`src/rtl/keypad_scan.sv`:
```
// keypad_scan: column-scanned, debounced 4x3 matrix keypad reader.
// Emits one single-cycle event per physical key press.
//
// Event interface: key_valid is a one-cycle strobe with no back-pressure.
// The consumer must take key_code and key_onehot in the key_valid cycle.
// key_code then stays unchanged until the next event.
// key_onehot is zero in every cycle except the key_valid cycle.
module keypad_scan #(
  parameter int SCAN_DIV = 2,  // clk cycles each column is driven (>=2)
  parameter int DEBOUNCE = 4   // identical frames needed to accept press/release (>=1)
) (
  input  logic       clk,
  input  logic       rst,
  input  logic [3:0] row_in,
  output logic [2:0] col_out,
  output logic       key_valid,
  output logic [3:0] key_code,
  output logic [9:0] key_onehot,
  output logic       key_held
);

  localparam int DIV_W = $clog2(SCAN_DIV);
  localparam int DEB_W = (DEBOUNCE > 1) ? $clog2(DEBOUNCE + 1) : 1;

  typedef enum logic [1:0] {
    IDLE    = 2'd0,
    DEB     = 2'd1,
    PRESSED = 2'd2,
    REL_DB  = 2'd3
  } state_t;

  // Scan timing
  logic [DIV_W-1:0] div_cnt;
  logic [1:0]       col_idx;
  logic             slot_last;

  // Synchroniser, plus the matching delayed column/slot tags
  logic [3:0] row_s1, row_s2;
  logic [1:0] col_d1, col_d2;
  logic       last_d1, last_d2;

  // Per-sample decode and per-frame accumulation
  logic [2:0] hit_n;
  logic [1:0] hit_row;
  logic [1:0] hit_cnt;
  logic [3:0] hit_code;
  logic [1:0] acc_cnt;
  logic [3:0] acc_code;
  logic [2:0] sum_cnt;
  logic [1:0] tot_cnt;
  logic [3:0] tot_code;
  logic       sample;
  logic       frame_end;
  logic       frame_none;
  logic       frame_key;

  // FSM
  state_t           state, state_n;
  logic [3:0]       cand, cand_n;
  logic [DEB_W-1:0] deb, deb_n;
  logic [DEB_W-1:0] deb_inc;
  logic             deb_reached;
  logic             emit;

  // Map a (row, column) position to its key code: digits 0-9, '*'=10, '#'=11.
  function automatic logic [3:0] map_key(input logic [1:0] r, input logic [1:0] c);
    logic [3:0] k;
    if (r == 2'd3) begin
      case (c)
        2'd0:    k = 4'd10;
        2'd1:    k = 4'd0;
        default: k = 4'd11;
      endcase
    end else begin
      k = ({2'b00, r} * 4'd3) + {2'b00, c} + 4'd1;
    end
    return k;
  endfunction

  assign slot_last = (div_cnt == DIV_W'(SCAN_DIV - 1));

  // Exactly one column is driven low; col_idx resets to 0, giving 3'b110.
  assign col_out = ~(3'b001 << col_idx);

  // Column slot timer: SCAN_DIV cycles per column, columns visited 0->1->2->0.
  always_ff @(posedge clk or posedge rst) begin
    if (rst) begin
      div_cnt <= '0;
      col_idx <= 2'd0;
    end else if (slot_last) begin
      div_cnt <= '0;
      col_idx <= (col_idx == 2'd2) ? 2'd0 : col_idx + 2'd1;
    end else begin
      div_cnt <= div_cnt + DIV_W'(1);
    end
  end

  // Two-flop row synchroniser. The column index and the slot-end flag are
  // delayed by the same two stages, so each synchronised row sample is
  // attributed to the column that was actually driven when it was captured.
  // Rows idle high (pull-ups), so the synchroniser resets to all ones.
  always_ff @(posedge clk or posedge rst) begin
    if (rst) begin
      row_s1  <= 4'hF;
      row_s2  <= 4'hF;
      col_d1  <= 2'd0;
      col_d2  <= 2'd0;
      last_d1 <= 1'b0;
      last_d2 <= 1'b0;
    end else begin
      row_s1  <= row_in;
      row_s2  <= row_s1;
      col_d1  <= col_idx;
      col_d2  <= col_d1;
      last_d1 <= slot_last;
      last_d2 <= last_d1;
    end
  end

  assign sample    = last_d2;
  assign frame_end = sample && (col_d2 == 2'd2);

  // Count the low rows in the current sample and decode a lone hit.
  always_comb begin
    hit_n   = 3'd0;
    hit_row = 2'd0;
    for (int r = 0; r < 4; r++) begin
      if (!row_s2[r]) begin
        hit_n   = hit_n + 3'd1;
        hit_row = 2'(r);
      end
    end
    hit_cnt  = (hit_n >= 3'd2) ? 2'd2 : hit_n[1:0];
    hit_code = map_key(hit_row, col_d2);
  end

  // Merge this sample with the earlier columns of the frame; counts saturate at 2 (MULTI).
  always_comb begin
    sum_cnt    = {1'b0, acc_cnt} + {1'b0, hit_cnt};
    tot_cnt    = (sum_cnt >= 3'd2) ? 2'd2 : sum_cnt[1:0];
    tot_code   = (acc_cnt != 2'd0) ? acc_code : hit_code;
    frame_none = (tot_cnt == 2'd0);
    frame_key  = (tot_cnt == 2'd1);
  end

  // Frame accumulator: collects columns 0 and 1 and clears at the column-2 sample.
  always_ff @(posedge clk or posedge rst) begin
    if (rst) begin
      acc_cnt  <= 2'd0;
      acc_code <= 4'd0;
    end else if (sample) begin
      if (frame_end) begin
        acc_cnt  <= 2'd0;
        acc_code <= 4'd0;
      end else begin
        acc_cnt  <= tot_cnt;
        acc_code <= tot_code;
      end
    end
  end

  // The debounce count saturates at DEBOUNCE.
  always_comb begin
    deb_inc     = (deb >= DEB_W'(DEBOUNCE)) ? deb : deb + DEB_W'(1);
    deb_reached = (deb_inc == DEB_W'(DEBOUNCE));
  end

  // FSM state register
  always_ff @(posedge clk or posedge rst) begin
    if (rst) begin
      state <= IDLE;
      cand  <= 4'd0;
      deb   <= '0;
    end else begin
      state <= state_n;
      cand  <= cand_n;
      deb   <= deb_n;
    end
  end

  // FSM next state: moves only at frame end; emit marks an accepted press.
  always_comb begin
    state_n = state;
    cand_n  = cand;
    deb_n   = deb;
    emit    = 1'b0;
    if (frame_end) begin
      case (state)
        IDLE: begin
          if (frame_key) begin
            cand_n = tot_code;
            if (DEBOUNCE == 1) begin
              emit    = 1'b1;
              deb_n   = '0;
              state_n = PRESSED;
            end else begin
              deb_n   = DEB_W'(1);
              state_n = DEB;
            end
          end
        end
        DEB: begin
          if (frame_key && (tot_code == cand)) begin
            if (deb_reached) begin
              emit    = 1'b1;
              deb_n   = '0;
              state_n = PRESSED;
            end else begin
              deb_n = deb_inc;
            end
          end else if (frame_key) begin
            cand_n = tot_code;
            deb_n  = DEB_W'(1);
          end else begin
            deb_n   = '0;
            state_n = IDLE;
          end
        end
        PRESSED: begin
          if (frame_none) begin
            if (DEBOUNCE == 1) begin
              deb_n   = '0;
              state_n = IDLE;
            end else begin
              deb_n   = DEB_W'(1);
              state_n = REL_DB;
            end
          end
        end
        REL_DB: begin
          if (frame_none) begin
            if (deb_reached) begin
              deb_n   = '0;
              state_n = IDLE;
            end else begin
              deb_n = deb_inc;
            end
          end else begin
            deb_n   = '0;
            state_n = PRESSED;
          end
        end
        default: begin
          deb_n   = '0;
          state_n = IDLE;
        end
      endcase
    end
  end

  // Event outputs: one-cycle strobe and one-hot; the code is held until the next event.
  always_ff @(posedge clk or posedge rst) begin
    if (rst) begin
      key_valid  <= 1'b0;
      key_code   <= 4'd0;
      key_onehot <= 10'd0;
    end else begin
      key_valid  <= emit;
      key_onehot <= (emit && (cand_n <= 4'd9)) ? (10'd1 << cand_n) : 10'd0;
      if (emit) begin
        key_code <= cand_n;
      end
    end
  end

  assign key_held = (state == PRESSED) || (state == REL_DB);

endmodule

```
`config.mk`:
```
export PLATFORM = sky130hd
export DESIGN_NAME = keypad_scan
export DESIGN_NICKNAME = d
export VERILOG_FILES = /design/src/rtl/keypad_scan.sv
export SDC_FILE = /design/constraint.sdc
export NUM_CORES = 1
export LEC_CHECK = 0
export BUFFER_PORTS_ARGS = -buffer_cell sky130_fd_sc_hd__buf_2
export CAP_MARGIN = 40
export CORE_ASPECT_RATIO = 0.75
export CORE_MARGIN = 8
export CORE_UTILIZATION = 44
export DETAILED_ROUTE_END_ITERATION = 8
export PLACE_DENSITY_LB_ADDON = 0.1
export SYNTH_ARGS = -nofsm -noshare
export SYNTH_HDL_FRONTEND = slang
export SYNTH_SLANG_ARGS = --single-unit
```
`constraint.sdc`:
```
create_clock -name clk -period 4.2 [get_ports clk]
set_input_delay 0.21 -clock clk [delete_from_list [all_inputs] [get_ports clk]]
set_output_delay 0.21 -clock clk [all_outputs]
set_load 0.005 [all_outputs]
```
==> flow_summary.yaml <==
layout:
  final_layout_size_suffix_gt1_share_pct: 28.86
  antennaDiodeCount: 0
  syn_to_final_growth_pct: 17.54
  fin_util_pct: 52.82
  fin_nets: 264
  stdcell_count: 321
power:
  power.leakage_nw: 1.265
  totalPowerFinal_mw: 1.311
  p_per_area_mw_per_mm2: 474.0
  vdd.ir_drop.worst_mv: 0.2748
die:
  die_height_um: 79.34
  die-area_mm2: 0.007970
  num_io_pins: 25
  initial_utilization_pct: 44.94
  die_x_um: 100.5
  rows: 23
  fp.coreArea_mm2: 0.005238
clock_tree:
  cts_made_buffers: 5
  root_buffer: "clkbuf_8"
  cts.sinks: 47
  clk_pin_slew_ns: 0.08
  htree_levels: 2
  cts_tree: "built"
  clock_latency_ns: 0.30
  cts_buffer_depth: 2
timing:
  setup_tns_ns: 0
  slew_headroom_pct: 64.58
  period_share_pct: 93.39
  final_hold_viol_count: 0
  final.setup_skew_ns: 0.008080
  slew_viol_final: 0
  setup_violations: 0
  max_freq_ghz: 0.2550
  fin_crit_ns: 3.922
  rsz0062_at_grt: "false"
  worst_pin_slew_ns: 0.5257
  worst_slack_ns: 0.2777
placed_design:
  placed_cells: 308
  place_ws_ns: 0.1681
  dpl.hpwl_mm: 3.011
  port_buffers: 24
  place.gp.congestion: 0.8125
logic_synthesis:
  ys_seq_elements: 47
  netlist_area_mm2: 0.002354
  synth_compound_area_share_pct: 11.80
  synth-xor-area-share_pct: 2.552
  synth.top_cell.area_share_pct: 41.47
  yosys.cell_types.count: 51
  avgSynthCellArea_um2: 11.21
  synth_ff_type: "dfrtp_1"
  synth_fp_nets: 229
  synth_seq_area_share_pct: 50.40
  synth_top_family_by_area: "simple AND/OR/NAND/NOR gates"
  synthSimpleGateAreaFrac_pct: 18.18
  synth-async-reset-ratio_pct: 100.0
  synth_mux_area_share_pct: 4.359
  synth_edf_count: 0
  ys_warn_count: 0
  synth_cells: 210
  synthTopCellsByArea: "dfrtp_1, dfstp_2, ha_1"
  synthAdderAreaFrac_pct: 7.868
  yosys.area.top_type: "dfrtp_1"
worst_setup_path:
  critPathSlowestCell: "dfstp_2"
  crit_chain: "inv_1 -> ha_1 -> xnor2_1 -> ha_1 -> o31ai_2 -> o21a_1 -> ha_1 -> inv_1 -> fa_1 -> nand2_1 -> or3_1 -> or4_4 -> o21bai_4 -> nor3b_2"
  startpoint_type: "flop"
  critical_path.endpoint_type: "flop"
  cp_common_cell: "ha_1"
  path_class: "reg2reg"
  worstPathArrival_ns: 4.15
  crit_required_ns: 4.43
  crit_fanout: 4
  cpPeakStageDelay_ns: 0.53
global_routing:
  grt_pass1_vias: 1565
  grt_max_degree: 29
  grt_first_pass_wirelength_mm: 7.452
  globalRouteTotalUtil_pct: 11.62
  antenna_found_initial: 0
  overflow: 0
job:
  drv_cap: 0
routing:
  postRouteAntennaNets: 0
  wl_per_cell_um: 12.78
  drt_drc_violations_left: 0
  vias: 1569
  drt_iter0_drc: 61
  first_pass_iters: 4
  wl_mm: 4.101
  vias_per_cell: 4.888
outcome:
  run_status: "complete, no violations"
min_path:
  hp-class: "reg2reg"
-- cell usage in the layout, fill, tap and decap left out, drive strengths merged, types with 7 or more instances in the layout --
cell type | Yosys | final
dfrtp | 39 | 39
nand2 | 19 | 19
inv | 20 | 20
o21ai | 17 | 17
nand3 | 8 | 8
dfstp | 8 | 8
nor2 | 7 | 7
ha | 10 | 10
buf | 3 | 29
-- cells in the mapped netlist (all sizes together), types with 2 or more instances --
cell / number
xnor2: 5
inv: 20
o21ai: 17
a21oi: 6
a211oi: 3
mux2: 5
nor3: 4
o22ai: 3
nor2: 7
fa: 3
o21a: 2
o31ai: 3
or2: 3
nand2: 19
nor4: 6
nand4: 2
dfrtp: 39
clkbuf: 3
nand3: 8
nand2b: 6
ha: 10
nor2b: 2
nor3b: 3
mux2i: 3
dfstp: 8
and3: 3
buf: 3
or3: 3
-- power by group --
group | switching, mW | internal (mW)
clock | 0.150 | 0.238
combinational | 0.230 | 0.156
sequential | 0.0398 | 0.497
total | 0.420 | 0.891
-- routing by layer --
metal / part of all wire, % / track usage [%] / wire [um] / vias up
li1: - / - / - / 795
met5: 0 / 0 / 0 / -
met4: 0.51 / 3.158 / 21 / 0
met1: 53 / 15.77 / 2170 / 740
met3: 5.2 / 3.581 / 214 / 4
met2: 41 / 17.53 / 1695 / 30
-- cells by family after synthesis --
| logic type | count (synthesis) |
|---|---|
| adder cells (fa/ha/maj) | 13 |
| AND/OR/NAND/NOR | 70 |
| flip-flops | 47 |
| AO/OA/AOI/OAI | 40 |
| buffers and inverters | 26 |
| XOR/XNOR | 6 |
| multiplexers | 8 |
-- what timing repair did --
item,4_1_cts,5_1_grt
hold buffers,5,0
setup endpoints to repair,0,11
hold endpoints to repair,15,0
gates resized for setup,0,1
buffers inserted,0,0
-- through the flow --
stage | hold WS (ns) | area (um2)
global route | 0.3611 | 2766
CTS | 0.3590 | 2761
detailed placement | 0.2376 | 2579
finish | 0.3540 | 2766
global placement | 0.3146 | 2559
floorplan | 0.2145 | 2354
-- worst paths after layout --
path                                           from                      end  slack (ns)  cells past startpoint
max in group asynchronous                       rst   acc_cnt[1]$_DFFE_PP0P_        3.26                      4
worst min-delay path            col_d1[1]$_DFF_PP0_      col_d2[1]$_DFF_PP0_        0.35                      0
min in group asynchronous                       rst  acc_code[3]$_DFFE_PP0P_        0.45                      3
worst max-delay path            row_s2[0]$_DFF_PP1_  key_onehot[8]$_DFF_PP0_        0.28                     14
worst min register to register  col_d1[1]$_DFF_PP0_      col_d2[1]$_DFF_PP0_        0.35                      0
worst max register to register  row_s2[0]$_DFF_PP1_  key_onehot[8]$_DFF_PP0_        0.28                     14
-- registers in the layout (all words and copies together), names as in the netlist --
register,flops
acc_code,4
state,2
row_s2,4
div_cnt,1
key_valid,1
key_onehot,10
col_d1,2
row_s1,4
col_idx,2
key_code,4
cand,4
last_d2,1
col_d2,2
deb,3
acc_cnt,2
last_d1,1
-- layout make-up --
class	instances	area [um2]
fill	487	2471
tap	75	93.84
timing repair buffer	34	220.2
inverter	20	75.07
clock inverter	2	60.06
multi-input combinational	137	1059
clock buffer	6	72.57
sequential	47	1186
-- critical path, delay by kind of cell (launching register included) --
family	cells	cell delay, ns
flip-flops	1	0.53
adder cells (fa/ha/maj)	4	1.20
AO/OA/AOI/OAI	3	0.69
AND/OR/NAND/NOR	4	1.11
buffers and inverters	2	0.08
XOR/XNOR	1	0.25
Note: power is estimated with default switching activity, not from simulation.
